$ cat config.mk
export PLATFORM = sky130hd
export DESIGN_NAME = fetch_2
export DESIGN_NICKNAME = d
export VERILOG_FILES = /design/src/rtl/riscv_pkg.sv /design/src/rtl/arv_pkg.sv /design/src/rtl/fetch_2_fifo.sv /design/src/rtl/fetch_2.sv
export SDC_FILE = /design/constraint.sdc
export NUM_CORES = 1
export LEC_CHECK = 0
export ABC_AREA = 1
export CAP_MARGIN = 10
export CORE_UTILIZATION = 40
export DETAILED_ROUTE_END_ITERATION = 6
export PLACE_DENSITY = 0.78
export SLEW_MARGIN = 20
export SYNTH_ARGS = -nofsm -noshare
export SYNTH_HDL_FRONTEND = slang
export SYNTH_SLANG_ARGS = --single-unit
export TNS_END_PERCENT = 100
$ cat constraint.sdc
create_clock -name clk_i -period 4.1 [get_ports clk_i]
set_clock_uncertainty 0.2 [all_clocks]
set_input_delay 0.82 -clock clk_i [delete_from_list [all_inputs] [get_ports clk_i]]
set_output_delay 0.82 -clock clk_i [all_outputs]
set_load 0.03 [all_outputs]
$ cat src/rtl/riscv_pkg.sv
// -----------------------------------------------------------------------------
// riscv_pkg
// Purpose : ISA-level constants shared across the fetch pipeline.
// Ports   : none (package).
// -----------------------------------------------------------------------------
package riscv_pkg;

    // Width of one (uncompressed) instruction word.
    localparam int unsigned ILEN = 32;

endpackage : riscv_pkg

$ cat src/rtl/arv_pkg.sv
// -----------------------------------------------------------------------------
// arv_pkg
// Purpose : Core-level types shared by the fetch stages: physical address
//           width, the fetch_1 -> fetch_2 PC bundle, the fetch_2 FSM states
//           and the fetch_2 output-buffer entry.
// Ports   : none (package).
// Config  : ARV_FETCH_2_FAULT_EN adds a fault bit to fetch_2_entry_t.
// -----------------------------------------------------------------------------
package arv_pkg;

    import riscv_pkg::*;

    localparam int unsigned PHY_ADDR_SIZE = 32;

    // PC stream produced by fetch_1.
    typedef struct packed {
        logic [PHY_ADDR_SIZE-1:0] pc;
        logic                     valid;
    } fetch_1_t;

    typedef enum logic [1:0] {
        IDLE  = 2'd0,   // waiting for a PC (and for credit)
        REQ   = 2'd1,   // presenting the read request to memory
        WAIT  = 2'd2,   // request accepted, waiting for the response
        DRAIN = 2'd3    // flushed while a response is owed; swallow it
    } fetch_2_state_e;

    // One buffered instruction as presented to decode.
    typedef struct packed {
        logic [PHY_ADDR_SIZE-1:0] pc;
        logic [ILEN-1:0]          instr;
`ifdef ARV_FETCH_2_FAULT_EN
        logic                     fault;
`endif
    } fetch_2_entry_t;

endpackage : arv_pkg

$ cat src/rtl/fetch_2_fifo.sv
// -----------------------------------------------------------------------------
// fetch_2_fifo
// Purpose : Small synchronous FIFO holding fetched {pc, instr} entries.
//           DEPTH must be a power of two so the pointers wrap for free.
//           clear_i empties the FIFO and overrides push/pop in that cycle.
// Ports   :
//   clk_i, rst_ni   clock, async active-low reset
//   clear_i         drop all entries
//   push_i          write push_data_i at the tail (ignored when full)
//   push_data_i     entry to write
//   pop_i           retire the head (ignored when empty)
//   head_o          current head entry (undefined contents when empty)
//   count_o         number of valid entries
//   empty_o, full_o occupancy flags
// -----------------------------------------------------------------------------
module fetch_2_fifo #(
    parameter int unsigned DEPTH   = 2,
    parameter type         entry_t = logic
) (
    input  logic                         clk_i,
    input  logic                         rst_ni,
    input  logic                         clear_i,
    input  logic                         push_i,
    input  entry_t                       push_data_i,
    input  logic                         pop_i,
    output entry_t                       head_o,
    output logic [$clog2(DEPTH+1)-1:0]   count_o,
    output logic                         empty_o,
    output logic                         full_o
);

    localparam int unsigned PTR_W = (DEPTH > 1) ? $clog2(DEPTH) : 1;
    localparam int unsigned CNT_W = $clog2(DEPTH + 1);

    entry_t              mem_q [DEPTH];
    logic [PTR_W-1:0]    wr_ptr_q;
    logic [PTR_W-1:0]    rd_ptr_q;
    logic [CNT_W-1:0]    count_q;
    logic                do_push;
    logic                do_pop;

    assign empty_o = (count_q == '0);
    assign full_o  = (count_q == CNT_W'(DEPTH));
    assign count_o = count_q;
    assign head_o  = mem_q[rd_ptr_q];

    assign do_push = push_i && !full_o;
    assign do_pop  = pop_i  && !empty_o;

    always_ff @(posedge clk_i or negedge rst_ni) begin
        if (!rst_ni) begin
            wr_ptr_q <= '0;
            rd_ptr_q <= '0;
            count_q  <= '0;
        end else if (clear_i) begin
            wr_ptr_q <= '0;
            rd_ptr_q <= '0;
            count_q  <= '0;
        end else begin
            if (do_push) wr_ptr_q <= wr_ptr_q + PTR_W'(1);
            if (do_pop)  rd_ptr_q <= rd_ptr_q + PTR_W'(1);
            // Simultaneous push and pop leaves the occupancy unchanged.
            case ({do_push, do_pop})
                2'b10:   count_q <= count_q + CNT_W'(1);
                2'b01:   count_q <= count_q - CNT_W'(1);
                default: count_q <= count_q;
            endcase
        end
    end

    // NOTE: storage is deliberately not reset; count_q alone decides which
    // entries are meaningful, and leaving the array unreset lets it map onto
    // plain registers or LUT RAM without a reset network.
    always_ff @(posedge clk_i) begin
        if (do_push && !clear_i) begin
            mem_q[wr_ptr_q] <= push_data_i;
        end
    end

endmodule : fetch_2_fifo

$ cat src/rtl/fetch_2.sv
// -----------------------------------------------------------------------------
// fetch_2
// Purpose : Second fetch stage. Accepts PCs from fetch_1, issues at most one
//           outstanding instruction-memory read, and buffers the returned
//           {pc, instr} words in order for decode. A PC is accepted only
//           while the output FIFO has room, so the FIFO cannot overflow.
//           flush_i discards buffered and in-flight work; stall_i only holds
//           the FIFO head.
// Ports   :
//   clk_i, rst_ni          clock, async active-low reset
//   f1_valid_i/f1_pc_i     PC from fetch_1;  f1_ready_o accepts it
//   flush_i, stall_i       pipeline control
//   imem_req_valid_o/addr  read request;     imem_req_ready_i accepts it
//   imem_rsp_valid_i/data  read response
//   out_valid_o/pc/instr   FIFO head presented to decode
// Config  : ARV_FETCH_2_FAULT_EN adds imem_rsp_err_i and out_fault_o;
//           misaligned PCs then produce a fault entry instead of a request.
// -----------------------------------------------------------------------------
module fetch_2
    import riscv_pkg::*;
    import arv_pkg::*;
#(
    parameter int unsigned BUF_DEPTH = 2,
    parameter int unsigned ADDR_W    = PHY_ADDR_SIZE
) (
    input  logic              clk_i,
    input  logic              rst_ni,
    input  logic              f1_valid_i,
    input  logic [ADDR_W-1:0] f1_pc_i,
    output logic              f1_ready_o,
    input  logic              flush_i,
    input  logic              stall_i,
    output logic              imem_req_valid_o,
    output logic [ADDR_W-1:0] imem_req_addr_o,
    input  logic              imem_req_ready_i,
    input  logic              imem_rsp_valid_i,
    input  logic [ILEN-1:0]   imem_rsp_data_i,
`ifdef ARV_FETCH_2_FAULT_EN
    input  logic              imem_rsp_err_i,
    output logic              out_fault_o,
`endif
    output logic              out_valid_o,
    output logic [ADDR_W-1:0] out_pc_o,
    output logic [ILEN-1:0]   out_instr_o
);

    localparam int unsigned CNT_W = $clog2(BUF_DEPTH + 1);

    fetch_1_t       f1_in;
    fetch_2_state_e state_q, state_d;
    logic [ADDR_W-1:0] pc_q, pc_d;

    logic           fifo_push;
    logic           fifo_pop;
    fetch_2_entry_t fifo_push_data;
    fetch_2_entry_t fifo_head;
    logic [CNT_W-1:0] fifo_count;
    logic           fifo_empty;
    logic           fifo_full;

`ifdef ARV_FETCH_2_FAULT_EN
    // A misaligned PC was accepted last cycle; its fault entry is pushed now.
    logic           fault_pend_q, fault_pend_d;
`endif

    assign f1_in.pc    = PHY_ADDR_SIZE'(f1_pc_i);
    assign f1_in.valid = f1_valid_i;

    // ---------------------------------------------------------------------
    // Next-state / output logic
    // ---------------------------------------------------------------------
    // NOTE: every signal driven here gets a default first, so no path through
    // the case statement can leave one unassigned and infer a latch.
    always_comb begin
        state_d          = state_q;
        pc_d             = pc_q;
        f1_ready_o       = 1'b0;
        imem_req_valid_o = 1'b0;
        fifo_push        = 1'b0;
        fifo_push_data   = '0;
`ifdef ARV_FETCH_2_FAULT_EN
        fault_pend_d     = 1'b0;
`endif

        unique case (state_q)
            IDLE: begin
`ifdef ARV_FETCH_2_FAULT_EN
                if (fault_pend_q && !flush_i) begin
                    fifo_push            = 1'b1;
                    fifo_push_data.pc    = PHY_ADDR_SIZE'(pc_q);
                    fifo_push_data.fault = 1'b1;
                end
                f1_ready_o = !flush_i && !fifo_full && !fault_pend_q;
`else
                // Credit: a PC is taken only when its result is sure to fit.
                f1_ready_o = !flush_i && !fifo_full;
`endif
                if (f1_in.valid && f1_ready_o) begin
                    pc_d = ADDR_W'(f1_in.pc);
`ifdef ARV_FETCH_2_FAULT_EN
                    if (f1_in.pc[1:0] != 2'b00) fault_pend_d = 1'b1;
                    else                        state_d      = REQ;
`else
                    state_d = REQ;
`endif
                end
            end

            REQ: begin
                // The request stays up during a flush cycle; if memory takes
                // it anyway, its response is still owed and must be drained.
                imem_req_valid_o = 1'b1;
                if (flush_i)               state_d = imem_req_ready_i ? DRAIN : IDLE;
                else if (imem_req_ready_i) state_d = WAIT;
            end

            WAIT: begin
                if (imem_rsp_valid_i) begin
                    state_d = IDLE;
                    if (!flush_i) begin
                        fifo_push            = 1'b1;
                        fifo_push_data.pc    = PHY_ADDR_SIZE'(pc_q);
`ifdef ARV_FETCH_2_FAULT_EN
                        fifo_push_data.instr = imem_rsp_err_i ? '0 : imem_rsp_data_i;
                        fifo_push_data.fault = imem_rsp_err_i;
`else
                        fifo_push_data.instr = imem_rsp_data_i;
`endif
                    end
                end else if (flush_i) begin
                    state_d = DRAIN;
                end
            end

            DRAIN: begin
                if (imem_rsp_valid_i) state_d = IDLE;
            end

            default: state_d = IDLE;
        endcase
    end

`ifdef ARV_FETCH_2_FAULT_EN
    // Misaligned PCs never reach REQ, so the latched PC is already the address.
    assign imem_req_addr_o = pc_q;
`else
    assign imem_req_addr_o = {pc_q[ADDR_W-1:2], 2'b00};
`endif

    // ---------------------------------------------------------------------
    // State register
    // ---------------------------------------------------------------------
    // NOTE: sequential state uses non-blocking assignments so every register
    // samples pre-edge values, independent of block evaluation order.
    always_ff @(posedge clk_i or negedge rst_ni) begin
        if (!rst_ni) begin
            state_q      <= IDLE;
            pc_q         <= '0;
`ifdef ARV_FETCH_2_FAULT_EN
            fault_pend_q <= 1'b0;
`endif
        end else begin
            state_q      <= state_d;
            pc_q         <= pc_d;
`ifdef ARV_FETCH_2_FAULT_EN
            fault_pend_q <= fault_pend_d;
`endif
        end
    end

    // ---------------------------------------------------------------------
    // Output buffer
    // ---------------------------------------------------------------------
    assign fifo_pop = out_valid_o && !stall_i;

    fetch_2_fifo #(
        .DEPTH   (BUF_DEPTH),
        .entry_t (fetch_2_entry_t)
    ) u_fifo (
        .clk_i       (clk_i),
        .rst_ni      (rst_ni),
        .clear_i     (flush_i),
        .push_i      (fifo_push),
        .push_data_i (fifo_push_data),
        .pop_i       (fifo_pop),
        .head_o      (fifo_head),
        .count_o     (fifo_count),
        .empty_o     (fifo_empty),
        .full_o      (fifo_full)
    );

    // Head fields are masked while empty so the unreset storage never shows.
    assign out_valid_o = !fifo_empty;
    assign out_pc_o    = fifo_empty ? '0 : ADDR_W'(fifo_head.pc);
    assign out_instr_o = fifo_empty ? '0 : fifo_head.instr;
`ifdef ARV_FETCH_2_FAULT_EN
    assign out_fault_o = fifo_empty ? 1'b0 : fifo_head.fault;
`endif

    // Occupancy is fully captured by the full flag at this level.
    logic unused_count;
    assign unused_count = ^fifo_count;

endmodule : fetch_2
* Word-level counts from Yosys, hierarchy flattened
Memories as Yosys holds them, arrays and structs flattened.
Index checks and enable logic that the tools add are counted.
** Word-level totals
- Input bits :: 71
- Memories kept :: 1
- Register bits :: 38
- Memory bits (writable) :: 128
- Logic and storage cells :: 63
- Output and inout bits :: 99
** Memory list
- u_fifo.mem_q :: words 2, bits a word 64, rd ports 1, clocked after memory_dff 0, write ports 1, RTL line fetch_2_fifo.sv:35 : entry_t mem_q [DEPTH];
** Operators by class
- Mux-type cells :: 26
- Reduce and logical (&&, ||, !) cells :: 17
- Add/subtract/negate cells :: 4
- Equal/unequal tests :: 10
** Operators with widths (number)
- $mux W64 :: 3
- $mux W32 :: 2
- $mux W2 :: 8
- $mux W1 :: 11
- $eq A2 B2 Y1 const B :: 4
- $pmux W2 S4 :: 1
- $logic_and A1 B1 Y1 :: 6
- $ne A3 B3 Y1 const B :: 2
- $eq A2 B1 Y1 const B :: 2
- $logic_not A1 Y1 :: 4
- $logic_not A2 Y1 :: 2
- $ne A2 B2 Y1 const B :: 2
- $pmux W2 S2 :: 1
- $reduce_and A4 Y1 :: 1
- $reduce_bool A2 Y1 :: 2
- $reduce_bool A3 Y1 :: 1
- $add A1 B1 Y1 const B :: 2
- $add A2 B1 Y2 const B :: 1
- $reduce_and A2 Y1 :: 1
- $sub A2 B1 Y2 const B :: 1

* Logic depth before layout (Yosys ltp)
Gate-level depths: netlist of run 1.
- Depth in word-level cells :: 7
- Depth in mapped cells :: 9

* Modules after synthesis
A second synthesis of run 1 with hierarchy kept.
** Unflattened totals
- Cells, all modules :: 816
- Area total of the unflattened synthesis :: 7599.8 µm²
** By module, submodules not included
- fetch_2_fifo :: area an instance 4885.9 µm², times used 1, cells an instance 371, seq. area each 3943.8 µm²
- fetch_2 :: area an instance 2713.9 µm², times used 1, cells an instance 445, seq. area each 850.8 µm²

* Worst setup path before layout of run 1
No wires, ideal clock.
- Kind :: input-to-reg
- From :: in imem_rsp_valid_i
- To :: mem u_fifo.mem_q[0][0] (netlist bit), enable pin
- Stages :: 4
- Setup slack :: -0.354 ns
- Data required time :: 3.413 ns
- Arrival time :: 3.767 ns
- Path through :: inv_1 > nor2_1 > nand3_1 > nor2_1
** Between the ends
- Longest elaborated chain between the ends :: 6
** RTL lines
- start, declared :: RTL line fetch_2.sv:36 : input logic imem_rsp_valid_i,
- $mux W1 :: RTL line fetch_2.sv:118 : if (imem_rsp_valid_i) begin
- $mux W1 :: RTL line fetch_2.sv:85 : unique case (state_q)
- $logic_and A1 B1 Y1 :: RTL line fetch_2_fifo.sv:47 : assign do_push = push_i && !full_o;
- $logic_and A1 B1 Y1 :: RTL line fetch_2_fifo.sv:75 : if (do_push && !clear_i) begin
- $mux W1 :: RTL line fetch_2_fifo.sv:75
- $mux W1 (implied by the code) :: RTL line fetch_2_fifo.sv:76 : mem_q[wr_ptr_q] <= push_data_i;
- end, declared :: RTL line fetch_2_fifo.sv:35
Every way passes these cells.

* Worst setup path after layout of run 1
- From :: reg u_fifo.rd_ptr_q
- To :: out out_pc_o[24]
** Between the ends
- Longest elaborated chain between the ends :: 2
** RTL lines
- start, declared :: RTL line fetch_2_fifo.sv:37 : logic [PTR_W-1:0] rd_ptr_q;
- start signal, assigned :: RTL line fetch_2_fifo.sv:61 : if (do_pop) rd_ptr_q <= rd_ptr_q + PTR_W'(1);
- $mem_v2 Z2 W64
- $mux W32 :: RTL line fetch_2.sv:194 : assign out_pc_o = fifo_empty ? '0 : ADDR_W'(fifo_head.pc);
- end, declared :: RTL line fetch_2.sv:43 : output logic [ADDR_W-1:0] out_pc_o,
Every way passes these cells.

==> impl_results.md, run 1 <==
- Ys flop type: edfxtp_1
- H-tree level count: 4
- Row count: 48
- Initial Util: 41.3%
- DRC: 0
- Status: finished, final reports clean
- Fill cell count: 1535
- Worst-case reg-to-reg path depth: 6
- Min Tclk post-route: 3.75 ns
- Clk_lat worst skew: 0.41 ns
- Synth async-reset ratio: 22.9%
- Seq/Total Area, Yosys: 66.4%
- Post-Layout Cell Count: 1052
- Max Clock Freq: 267 MHz
- Max Transition Viols Final: 0
- Pin count of the biggest net entering global routing: 65
- GR Overflow Total: 0
- Initial antenna violation count: 1
- Number of diodes: 0
- Port Buffers: 167
- CP Class: register to output port
- Die Ht: 136 um
- Max FO, Critical Path: 35
- Share of cells above drive strength 1: 9.92%
- Sequential cell area: 0.00480 sq mm
- Worst path depth: 4
- Commonest cells post-synth: 148 x nand2_1, 128 x edfxtp_1, 100 x nor2_1, 76 x inv_1, 65 x a21oi_1
- Most frequent cell after synthesis: nand2_1
- GP Congestion: 0.768
- Slew margin rel.: 37.2%
- GRT Total Usage: 17.1%
- CTS resizes: 0
- RR Startpoint: state_q[0]$_DFFE_PN0P_
- Core Region: 0.0175 sq mm
- Slowest stage cell, crit path: dfrtp_2
- Hold Vio Cnt, Final: 0
- Via density: 4.67
- HP Class: register to register
- WP buf/inv: 2
- Final setup violation count: 0
- WL/cell: 14.6 um
- CP startpoint: u_fifo.rd_ptr_q$_DFFE_PN0P_
- Worst setup EP type: output port
- Placed Area: 0.00889 sq mm
- Cell variety after synth: 23
- Final setup margin: 0.349 ns
- Req. time, crit path: 3.08 ns
- Syn avg cell area: 10.6 sq um
- Via count: 4915
- Clock Tree Buf Depth: 2
- DP Wirelength: 9710 um
- Clock tree from TritonCTS: done
- Drt first-iter violations: 293
- Worst-Margin Slew: 0.941 ns
- Synth Instances: 682
- Post-route cell area: 0.00944 sq mm
- Clock slew at reported path FFs: 0.06 ns
- # clock sinks: 166
- Wirelength, routed: 15300 um
- Startpoint types: register
- Vias in the first global route: 4819
- Setup TNS: 0 ns
- Syn Std Cell Area: 0.00722 sq mm
- Worst R2R End: u_fifo.mem_q[1][8]$_DFFE_PP_
- R2r setup slk: 1.76 ns
- Width of the die: 136 um
- Crit-path cells: buf_4 -> nand2_1 -> a21oi_1 -> clkdlybuf4s50_1
- FF+latch count, synth: 166
- Ys Warns: 0
- Clock root buffer: clkbuf_16
- Total power: 6.44 mW
- Total of max-cap violations: 0
- WP data arrival: 2.73 ns
- Synthesis-to-finish area growth: 30.9%
- Hold-fix buffers, CTS: 0
- Final period util: 91.5%
- EDFF count, synth: 128
- Area of the multi-input gates: 0.00172 sq mm
- Setup Fix Bufs, Post-CTS: 0
- Peak supply drop: 339 uV
- Top-area cell type share of the netlist area: 53.3%
- First-pass GRT wire length: 23800 um
- Drt pass-1 iters: 4
- Crit-path max cell delay: 0.76 ns
- CTS buffer count: 17
- Unrepaired setup endpoints after global routing: no
- DRT antenna net count: 0
- Placed Instances: 1020
- Crit path max-delay family: buffers and inverters
- IO Pins: 170
- Crit path to: out_pc_o[24]
- Cell taking the most area after synthesis: edfxtp_1
- Pre-CTS setup slack: 0.752 ns
- Nets: 885
- Power per cell area: 682 mW/mm^2
- Largest cells by area after synthesis: edfxtp_1 53%, dfrtp_1 13%, nand2_1 7.7%, nor2_1 5.2%, a21oi_1 4.5%
- Pleak: 3.82 nW
- Die ar.: 0.0186 sq mm
worst min-delay path by stage:
stage / start / to / depth (start not counted) / slack (ns)
2_1_floorplan: state_q[0]$_DFFE_PN0P_ / state_q[0]$_DFFE_PN0P_ / 2 / 0.27
3_3_place_gp: state_q[0]$_DFFE_PN0P_ / state_q[0]$_DFFE_PN0P_ / 2 / 0.29
3_5_place_dp: pc_q[1]$_DFFE_PN0P_ / pc_q[1]$_DFFE_PN0P_ / 2 / 0.30
4_1_cts: pc_q[1]$_DFFE_PN0P_ / pc_q[1]$_DFFE_PN0P_ / 2 / 0.32
5_1_grt: pc_q[1]$_DFFE_PN0P_ / pc_q[1]$_DFFE_PN0P_ / 2 / 0.32
6_report: pc_q[1]$_DFFE_PN0P_ / pc_q[1]$_DFFE_PN0P_ / 2 / 0.31
logic make-up after synthesis:
family / Yosys count / share of synthesized area, %
xor gates and xnor gates: 1 / 0.121
buffers and inverters: 145 / 9.99
AOI/OAI and AO/OA: 102 / 8.90
other: 1 / 0.0520
and+or+nand+nor: 267 / 14.5
DFF: 166 / 66.4
tightest hold or removal path, cell delays in order, from the launching register on:
cell and delay [ns]:
dfrtp_1 0.32, inv_1 0.05, a21oi_2 0.10
metal layers:
layer	global-route usage [%]	vias up	share of wire, %
met5	0	-	0.072
met4	4.88	2	1.0
met3	6.00	18	7.3
met2	30.4	138	51
met1	19.1	2320	40
li1	-	2437	-
cells in the final DEF (no fill, tap or decap), types with 4 or more instances in the layout:
cell	synthesis	routed
clkbuf_16	0	17
clkdlybuf4s50_1	0	166
a21oi_1	65	65
a21oi_2	32	32
inv_2	4	5
edfxtp_1	128	128
nand2_1	148	148
o21ai_0	4	4
nor2_1	100	98
buf_12	0	4
clkbuf_1	16	6
dfrtp_1	38	37
inv_1	76	75
nand4_1	4	4
buf_4	32	6
nand3_1	10	10
layout make-up:
type	instances	share of cell area, %
flip-flops and latches	166	50.8
repair buffers	177	19.0
multi-input cells	372	18.2
clock buffers	23	4.74
inverters	80	3.18
well taps	225	2.98
clock inverters	9	1.13
per-stage QoR:
stage	utilization, %	hold WS (ns)
2_1_floorplan	-	0.272
3_3_place_gp	50.9	0.290
3_5_place_dp	50.9	0.302
4_1_cts	54.0	0.315
5_1_grt	54.0	0.319
6_report	54.0	0.308
state kept, by name, indices dropped and copies added, names as in the netlist:
signal           cells
pc_q                32
state_q              2
u_fifo.count_o       2
u_fifo.mem_q       128
u_fifo.rd_ptr_q      1
u_fifo.wr_ptr_q      1
power by group:
part / total, mW / internal [mW] / switching (mW)
logic: 2.76 / 1.04 / 1.72
registers: 2.18 / 2.05 / 0.130
clock network: 1.50 / 0.894 / 0.605
total: 6.44 / 3.98 / 2.46
Note: power is estimated with default switching activity, not from simulation.
==> run 2, diff against run 1 <==
--- a/config.mk
+++ b/config.mk
@@ -6,8 +6,8 @@
 export NUM_CORES = 1
 export LEC_CHECK = 0
 export ABC_AREA = 1
-export CAP_MARGIN = 10
 export CORE_UTILIZATION = 40
+export CTS_CLUSTER_DIAMETER = 80
 export DETAILED_ROUTE_END_ITERATION = 6
 export PLACE_DENSITY = 0.78
 export SLEW_MARGIN = 20
==> results of run 2 <==
The final DEF is identical to that of run 1; final timing and power are the same.
==> run 3, diff against run 2 <==
--- a/config.mk
+++ b/config.mk
@@ -10,6 +10,7 @@
 export CTS_CLUSTER_DIAMETER = 80
 export DETAILED_ROUTE_END_ITERATION = 6
 export PLACE_DENSITY = 0.78
+export RECOVER_POWER = 50
 export SLEW_MARGIN = 20
 export SYNTH_ARGS = -nofsm -noshare
 export SYNTH_HDL_FRONTEND = slang
==> run 3 against run 2 <==
Effect of this change:
- the run now ends with max-capacitance violations, max-slew violations left
- largest power group unchanged
- critical path type unchanged
- sequential share of layout area increased by 0.24 points
- die area stayed put
- setup slack better by 0.0022 ns
- cell count is the same
- fmax about the same
- largest cell class unchanged
- core utilization down 0.25 points
==> impl_results.md, run 3 (synthesis results as in run 1) <==
- Status: finished with violations (was finished, final reports clean)
- Failing checks: max-capacitance violations, max-slew violations
- Worst-case reg-to-reg path depth: 6 (unchanged)
- CTS resizes: 0 (unchanged)
- Final setup violation count: 0 (unchanged)
- Most frequent cells in the layout: 148 x nand2_1, 135 x clkdlybuf4s50_1, 128 x edfxtp_1, 102 x nor2_1, 76 x inv_1 (was 166 x clkdlybuf4s50_1, 148 x nand2_1, 128 x edfxtp_1, 98 x nor2_1, 75 x inv_1)
- First-pass GRT wire length: 23800 um (unchanged)
- Width of the die: 136 um (unchanged)
- Wirelength, routed: 15300 um (about the same)
- Slew margin rel.: -52.0% (was 37.2%)
- # clock sinks: 166 (unchanged)
- Initial Util: 41.3% (unchanged)
- WL met2: 7850 um (was 7860 um)
- Core Region: 0.0175 sq mm (unchanged)
- Total of max-cap violations: 3 (was 0)
- Unrepaired setup endpoints after global routing: no (unchanged)
- WP data arrival: 2.73 ns (about the same)
- P_int: 3.93 mW (was 3.98 mW)
- Clk_lat worst skew: 0.41 ns (about the same)
- Combinational power share: 42.3% (was 42.9%)
- Max Transition Viols Final: 120 (was 0)
- Largest regs: u_fifo.mem_q (128), pc_q (32) (unchanged)
- Synthesis-to-finish area growth: 30.3% (was 30.9%)
- DRC: 0 (unchanged)
- Final core occ: 53.8% (was 54.0%)
- Pre-CTS setup slack: 0.752 ns (unchanged)
- Metal3 WL: 1200 um (was 1120 um)
- GRT Total Usage: 17.1% (unchanged)
- Psw: 2.44 mW (was 2.46 mW)
- Number of diodes: 0 (unchanged)
- DP Wirelength: 9710 um (unchanged)
- Drt pass-1 iters: 4 (unchanged)
- Worst R2R End: u_fifo.mem_q[1][8]$_DFFE_PP_ (unchanged)
- DRT antenna net count: 0 (unchanged)
- Clock tree from TritonCTS: done (unchanged)
- Most common cell after layout, fill and taps aside: nand2_1 (was clkdlybuf4s50_1)
- CTS buffer count: 17 (unchanged)
- HP Class: register to register (unchanged)
- End of the worst hold path: pc_q[1]$_DFFE_PN0P_ (unchanged)
- Worst-Margin Slew: 2.28 ns (was 0.941 ns)
- Clock network fraction of total power: 23.5% (was 23.3%)
- R2r setup slk: 0.93 ns (was 1.76 ns)
- Hold-fix buffers, CTS: 0 (unchanged)
- Vias in the first global route: 4819 (unchanged)
- Hold Crit Start: pc_q[1]$_DFFE_PN0P_ (unchanged)
- Total power: 6.37 mW (was 6.44 mW)
- H-tree level count: 4 (unchanged)
- Pin count of the biggest net entering global routing: 65 (unchanged)
- Req. time, crit path: 3.08 ns (about the same)
- Power per cell area: 677 mW/mm^2 (was 682 mW/mm^2)
- Share of cells above drive strength 1: 8.83% (was 9.92%)
- Final setup margin: 0.352 ns (was 0.349 ns)
- Peak supply drop: 332 uV (was 339 uV)
- Max reg flops: 128 (unchanged)
- Top sig layer: met5 (unchanged)
- Hold Vio Cnt, Final: 0 (unchanged)
- Placed Area: 0.00889 sq mm (unchanged)
- Setup TNS: 0 ns (unchanged)
- Worst setup EP type: output port (unchanged)
- Clock Tree Buf Depth: 2 (unchanged)
- Top reg by flops: u_fifo.mem_q (unchanged)
- Pleak: 3.78 nW (was 3.82 nW)
- GR Overflow Total: 0 (unchanged)
- Max FO, Critical Path: 35 (unchanged)
- Die ar.: 0.0186 sq mm (unchanged)
- Sw frac: 38.3% (was 38.2%)
- Via count: 4922 (was 4915)
- Setup Fix Bufs, Post-CTS: 0 (unchanged)
- Row count: 48 (unchanged)
- GP Congestion: 0.768 (unchanged)
- Startpoint types: register (unchanged)
- IO Pins: 170 (unchanged)
- Max Clock Freq: 267 MHz (about the same)
- Min Tclk post-route: 3.75 ns (about the same)
- Clock root buffer: clkbuf_16 (unchanged)
- Post-route cell area: 0.00940 sq mm (was 0.00944 sq mm)
- Clock slew at reported path FFs: 0.06 ns (about the same)
- Met1 WL: 6140 um (was 6180 um)
- WHS Path Cells: 2 (unchanged)
- Die Ht: 136 um (unchanged)
- CP Class: register to output port (unchanged)
- Final period util: 91.4% (was 91.5%)
- Nets: 885 (unchanged)
- Sequential group share of total power: 34.1% (was 33.9%)
- Drt first-iter violations: 288 (was 293)
- Via density: 4.68 (was 4.67)
- Port Buffers: 167 (unchanged)
- Fill cell count: 1546 (was 1535)
- Initial antenna violation count: 1 (unchanged)
- RR Startpoint: state_q[0]$_DFFE_PN0P_ (unchanged)
- WL/cell: 14.6 um (about the same)
## run 3: per-stage QoR
stage                     instances  hold slack, ns
after global placement         1020           0.290
after CTS                      1052           0.315
after floorplan                 683           0.272
final                          1052           0.308
after global routing           1052           0.319
after detailed placement       1020           0.302
## run 3: cell type report
type | instances | area, sq um | area share (%)
Timing Repair Buffer | 177 | 1780 | 19.0
Clock inverter | 9 | 106 | 1.13
Clock buffer | 23 | 448 | 4.77
Multi-Input combinational cell | 372 | 1680 | 17.9
Inverter | 80 | 300 | 3.19
Sequential cell | 166 | 4800 | 51.0
Tap cell | 225 | 282 | 3.00
## run 3: how the worst max path moves through the flow
stage                                 from  depth (start not counted)                      endpoint  slack [ns]
6_report       u_fifo.rd_ptr_q$_DFFE_PN0P_                          4                  out_pc_o[24]        0.35
5_1_grt        u_fifo.rd_ptr_q$_DFFE_PN0P_                          5               out_instr_o[20]        0.14
4_1_cts        u_fifo.rd_ptr_q$_DFFE_PN0P_                          5               out_instr_o[20]        0.31
3_5_place_dp   u_fifo.rd_ptr_q$_DFFE_PN0P_                          5               out_instr_o[20]        0.75
3_3_place_gp                       flush_i                          5                    f1_ready_o        0.77
2_1_floorplan             imem_rsp_valid_i                          4  u_fifo.mem_q[0][0]$_DFFE_PP_       -0.35
## run 3: worst max-delay path: stages (launching register included)
cell,delay (ns)
dfrtp_2,0.76
buf_4,0.48
nand2_1,0.12
a21oi_1,0.23
clkdlybuf4s50_1,0.70
## run 3: metal layers
layer  global-route usage [%]  vias up
met4                     4.88        2
met1                     19.1     2320
met5                        0        -
met2                     30.4      148
met3                     6.00       17
li1                         -     2435
## run 3: power by group through the flow
stage	Sequential (mW)	Clock, mW	Combinational [mW]
global placement	2.20	0	2.76
floorplan	2.17	0	1.89
finish	2.17	1.50	2.69
detailed placement	2.21	0	2.78
global route	2.20	1.60	2.89
CTS	2.18	1.53	2.80
==> edit 1, RTL diff (config.mk and constraints of run 1) <==
Add a define of `ARV_FETCH_2_FAULT_EN`.
--- a/src/rtl/arv_pkg.sv
+++ b/src/rtl/arv_pkg.sv
@@ -6,6 +6,8 @@
 // Ports   : none (package).
 // Config  : ARV_FETCH_2_FAULT_EN adds a fault bit to fetch_2_entry_t.
 // -----------------------------------------------------------------------------
+`define ARV_FETCH_2_FAULT_EN
+
 package arv_pkg;
 
     import riscv_pkg::*;
Interface: changed (added imem_rsp_err_i and out_fault_o); port bits go from 170 to 172. The function was not compared with the original's and may differ.
==> edit 1 against run 1 <==
Design area up 1.7%; sequential cell count up 3; wire length down 0.77%; total power down 6.9%; sequential share of layout area about the same; synthesized cell count down 3.5%; setup slack better by 54 ps; area after synthesis down 1.7%.
==> edit 1: results (changes against run 1) <==
| Step | Parameter | Reported | Change |
| --- | --- | --- | --- |
| detailed routing | Per-cell via count in the routed design | 4.66 | -0.29% |
| finish | Count of plain and timing-repair buffers | 182 | +2.8% |
| yosys | Compound-Gate Fraction of Synth Area | 9.12% | +0.22 points |
| worst setup path | Peak per-stage delay on the critical path | 720 ps | -40 ps |
| yosys | XOR/XNOR Fraction of Synth Area | 0% | -0.12 points |
| finish | Flip-flop count of the largest register, all copies and words added | 130 | +1.6% |
| finish | Multi-input gate share of the layout cell area | 18.1% | -0.056 points |
| sta | Worst-case hold slack | 335 ps | +27.2 ps |
| yosys | Share of synthesized registers carrying an async set or reset | 23.1% | +0.19 points |
| worst setup path | FF-to-FF End | u_fifo.mem_q[0][8]$_DFFE_PP_ |  |
| finish | Number of signal-net inverters in the final layout | 79 | -1.3% |
| place | Routability Congestion | 0.810 | +5.6% |
| global route | Global-route met3 utilization | 6.36% | +0.36 points |
| worst setup path | Max FO, Critical Path | 44 | +26% |
| yosys | Number of flops mapped to enable cells by yosys | 130 | +1.6% |
| worst setup path | Reg2Reg Setup Slack | 1720 ps | -40 ps |
| place | Final HPWL DP | 9590 µm | -1.2% |
| worst setup path | Critical path destination | out_pc_o[10] |  |
| detailed routing | Final WL | 15200 µm | -0.77% |
| finish | Final layout net count | 897 | +1.4% |
| worst hold path | Class of the worst hold path | in2async |  |
| place | Count of port buffers added during placement | 171 | +2.4% |
| yosys | Top cells by area, synth | sky130_fd_sc_hd__edfxtp_1 (55%), sky130_fd_sc_hd__dfrtp_1 (14%), sky130_fd_sc_hd__nand2_1 (9.3%), sky130_fd_sc_hd__a21oi_1 (4.9%), sky130_fd_sc_hd__inv_1 (4.1%) |  |
| finish | Fill cells | 1439 | -6.3% |
| finish | Count of flip-flops and latches | 169 | +1.8% |
| power and ir drop | Maximum ir drop on the vdd rail | 422 µV | +24% |
| global route | Global Route Usage Sum | 17.2% | +0.17 points |
| detailed routing | Met3 routed WL | 1110 µm | -1.2% |
| finish | Count of multi-input gates | 376 | +1.1% |
| finish | Fraction of final layout cells with drive strength greater than 1 | 10.1% | +0.23 points |
| outcome | Status | finished, final reports clean |  |
| yosys | Fraction of the yosys area taken by sequential cells | 68.8% | +2.3 points |
| global route | Initial antenna violation count | 2 | +1 |
| place | Placed instance area | 0.00902 mm² | +1.4% |
| finish | Clock buffers | 18 | -22% |
| finish | Flip-flop and latch area | 0.00488 mm² | +1.8% |
| global route | Wire length of the first global-routing pass | 23700 µm | -0.29% |
## edit 1: cell count changes in the layout (fill, tap and decap cells not counted), moves of 5 or more
cell / run 1 / this run
sky130_fd_sc_hd__a21oi_2: 32 / 0
sky130_fd_sc_hd__clkbuf_1: 6 / 0
sky130_fd_sc_hd__inv_6: 0 / 5
sky130_fd_sc_hd__nand2_1: 148 / 175
sky130_fd_sc_hd__nor2_1: 98 / 73
sky130_fd_sc_hd__o21ai_2: 0 / 28
## edit 1: where the power goes
group          internal (W)  switching, W  leakage, nW  total [W]
Combinational      0.000846       0.00138         1.83    0.00223
Sequential          0.00208      0.000128         1.70    0.00220
Clock              0.000887      0.000673        0.285    0.00156
## edit 1: per-stage QoR
stage / instances / worst slack, ps / power [W] / TNS [ps]
finish: 1063 / 404 / 0.00599 / 0
global route: 1063 / 229 / 0.00627 / 0
CTS: 1063 / 348 / 0.00605 / 0
detailed placement: 1031 / 686 / 0.00448 / 0
global placement: 1031 / 691 / 0.00445 / 0
floorplan: 658 / -542 / 0.00357 / -70440
==> edit 2, RTL diff (config.mk and constraints of run 1) <==
Without the edit above. The 4 states of `fetch_2_state_e` get a one-hot encoding in 4 bits.
--- a/src/rtl/arv_pkg.sv
+++ b/src/rtl/arv_pkg.sv
@@ -18,11 +18,11 @@
         logic                     valid;
     } fetch_1_t;
 
-    typedef enum logic [1:0] {
-        IDLE  = 2'd0,   // waiting for a PC (and for credit)
-        REQ   = 2'd1,   // presenting the read request to memory
-        WAIT  = 2'd2,   // request accepted, waiting for the response
-        DRAIN = 2'd3    // flushed while a response is owed; swallow it
+    typedef enum logic [3:0] {
+        IDLE  = 4'b0001,   // waiting for a PC (and for credit)
+        REQ   = 4'b0010,   // presenting the read request to memory
+        WAIT  = 4'b0100,   // request accepted, waiting for the response
+        DRAIN = 4'b1000    // flushed while a response is owed; swallow it
     } fetch_2_state_e;
 
     // One buffered instruction as presented to decode.
Check against the original RTL: same outputs for any inputs over 4 cycles, from zero or initial values and one cycle with rst_ni low; so few cycles prove little.
==> edit 2 against run 1 <==
Wire length grew 0.58%; global-route usage is 0.44 points higher; combinational power increased by 16%; sequential cell count grew 2; count of clock-buffer cells in the layout down 2; area after synthesis is 0.59% lower; design area increased by 0.23%; critical path depth did not move; setup slack better by 270 ps; non-clock buffer count did not move; synthesized cell count rose by 1.9%; total power grew 8.0%.
==> edit 2: results (changes against run 1) <==
| Step | Parameter | Reported | Change |
| --- | --- | --- | --- |
| outcome | Status | finished, final reports clean |  |
| power and ir drop | Maximum ir drop on the vdd rail | 405 µV | +19% |
| detailed routing | Number of design-rule violations left by the first detailed-router iteration | 209 | -29% |
| finish | Registers with the most flip-flops | u_fifo.mem_q (128), pc_q (32), state_q (4) |  |
| global route | Wire length of the first global-routing pass | 24400 µm | +2.5% |
| finish | Fill cells | 1502 | -2.1% |
| detailed routing | Drt wl/cell | 14.5 µm | -0.65% |
| finish | Fin cells | 1065 | +1.2% |
| yosys | Ys flop type | sky130_fd_sc_hd__edfxtp_1 |  |
| finish | Final layout net count | 898 | +1.5% |
| cts | Setup bufs post-CTS | 0 | unchanged |
| global route | Via count of the first global-routing pass | 4910 | +1.9% |
| yosys | Number of distinct standard cells referenced by the synthesized netlist | 25 | +8.7% |
| worst setup path | Max FO, Critical Path | 64 | +83% |
| global route | Global Route Usage Sum | 17.5% | +0.44 points |
| power and ir drop | Static Leak | 3.75 nW | -1.9% |
| power and ir drop | Design internal power | 0.00422 W | +5.9% |
| worst hold path | Class of the worst hold path | in2async |  |
| yosys | Share of synthesized registers carrying an async set or reset | 23.8% | +0.92 points |
| yosys | Fraction of the yosys area taken by sequential cells | 67.6% | +1.1 points |
| place | Routability Congestion | 0.810 | +5.5% |
| finish | Fraction of final layout cells with drive strength greater than 1 | 6.43% | -3.5 points |
| detailed routing | Per-cell via count in the routed design | 4.71 | +0.77% |
| yosys | Top cells by area, synth | sky130_fd_sc_hd__edfxtp_1 (54%), sky130_fd_sc_hd__dfrtp_1 (14%), sky130_fd_sc_hd__nand2_1 (9.6%), sky130_fd_sc_hd__a21oi_1 (4.5%), sky130_fd_sc_hd__inv_1 (4.2%) |  |
| yosys | Post-synth top cells | sky130_fd_sc_hd__nand2_1 (184), sky130_fd_sc_hd__edfxtp_1 (128), sky130_fd_sc_hd__inv_1 (80) |  |
| global route | Largest net degree at the start of global routing | 66 | +1.5% |
| place | Final HPWL DP | 9530 µm | -1.8% |
| yosys | Post-Syn Area per Cell | 10.3 µm² | -2.4% |
| place | Count of port buffers added during placement | 167 | unchanged |
| place | Cell count after placement | 1033 | +1.3% |
| worst setup path | Peak per-stage delay on the critical path | 730 ps | -30 ps |
| sta | Slew at the pin with the worst max-slew slack | 951 ps | +10.1 ps |
| worst setup path | Arrival time at the worst endpoint | 2460 ps | -270 ps |
| place | Placed instance area | 0.00883 mm² | -0.61% |
edit 2: cell types whose count changed after synthesis, moves of 3 or more:
cell / delta
sky130_fd_sc_hd__nor2_1: -24
sky130_fd_sc_hd__o21ai_1: +3
sky130_fd_sc_hd__nand2_1: +36
sky130_fd_sc_hd__o21ai_0: +29
sky130_fd_sc_hd__buf_6: -3
sky130_fd_sc_hd__inv_1: +4
sky130_fd_sc_hd__a21oi_2: -31
sky130_fd_sc_hd__inv_2: -4
sky130_fd_sc_hd__buf_1: +5
sky130_fd_sc_hd__clkbuf_1: -5
edit 2: logic make-up (layout without fill, tap and decap cells):
kind of cell	Yosys count	in the layout	synth area share, %
AND/OR/NAND/NOR	277	277	15.2
flip-flops	168	168	67.6
buffers and inverters	146	290	9.87
AO/OA/AOI/OAI	103	103	7.27
other	1	2	0.0523
edit 2: area by class of cell:
type / instances / share of cell area [%]
well taps: 225 / 2.97
clock buffers: 21 / 5.09
repair buffers: 177 / 18.6
multi-input cells: 382 / 17.4
flip-flops and latches: 168 / 51.2
inverters: 81 / 3.21
clock inverters: 11 / 1.53
edit 2: final timing paths:
kind	startpoint	to	slack (ps)	cells past startpoint
min	rst_ni	pc_q[17]$_DFFE_PN0P_	190	1
min reg2reg	pc_q[1]$_DFFE_PN0P_	pc_q[1]$_DFFE_PN0P_	350	2
max	u_fifo.rd_ptr_q$_DFFE_PN0P_	out_pc_o[29]	620	4
max in group asynchronous	rst_ni	u_fifo.rd_ptr_q$_DFFE_PN0P_	3080	1
min in group clk_i	pc_q[1]$_DFFE_PN0P_	pc_q[1]$_DFFE_PN0P_	350	2
max reg2reg	state_q[0]$_DFFE_PN1P_	u_fifo.mem_q[1][43]$_DFFE_PP_	1670	6
edit 2: power groups by stage:
stage	clock network (W)	logic (W)	registers (W)
after global placement	0	0.00319	0.00213
after CTS	0.00168	0.00323	0.00211
final	0.00165	0.00320	0.00211
after floorplan	0	0.00208	0.00211
after global routing	0.00175	0.00342	0.00213
after detailed placement	0	0.00321	0.00214
edit 2: metrics by stage:
stage	setup WS [ps]	hold slack (ps)
detailed placement	726	329
global placement	746	321
finish	624	193
floorplan	-451	283
CTS	618	355
global route	462	229
edit 2: routing by layer:
layer | vias to the layer above | track usage, % | wire length, µm
li1 | 2475 | - | -
met1 | 2370 | 20.8 | 6580
met2 | 147 | 29.8 | 7550
met3 | 20 | 5.26 | 1070
met4 | 2 | 6.42 | 199
met5 | - | 0 | 13
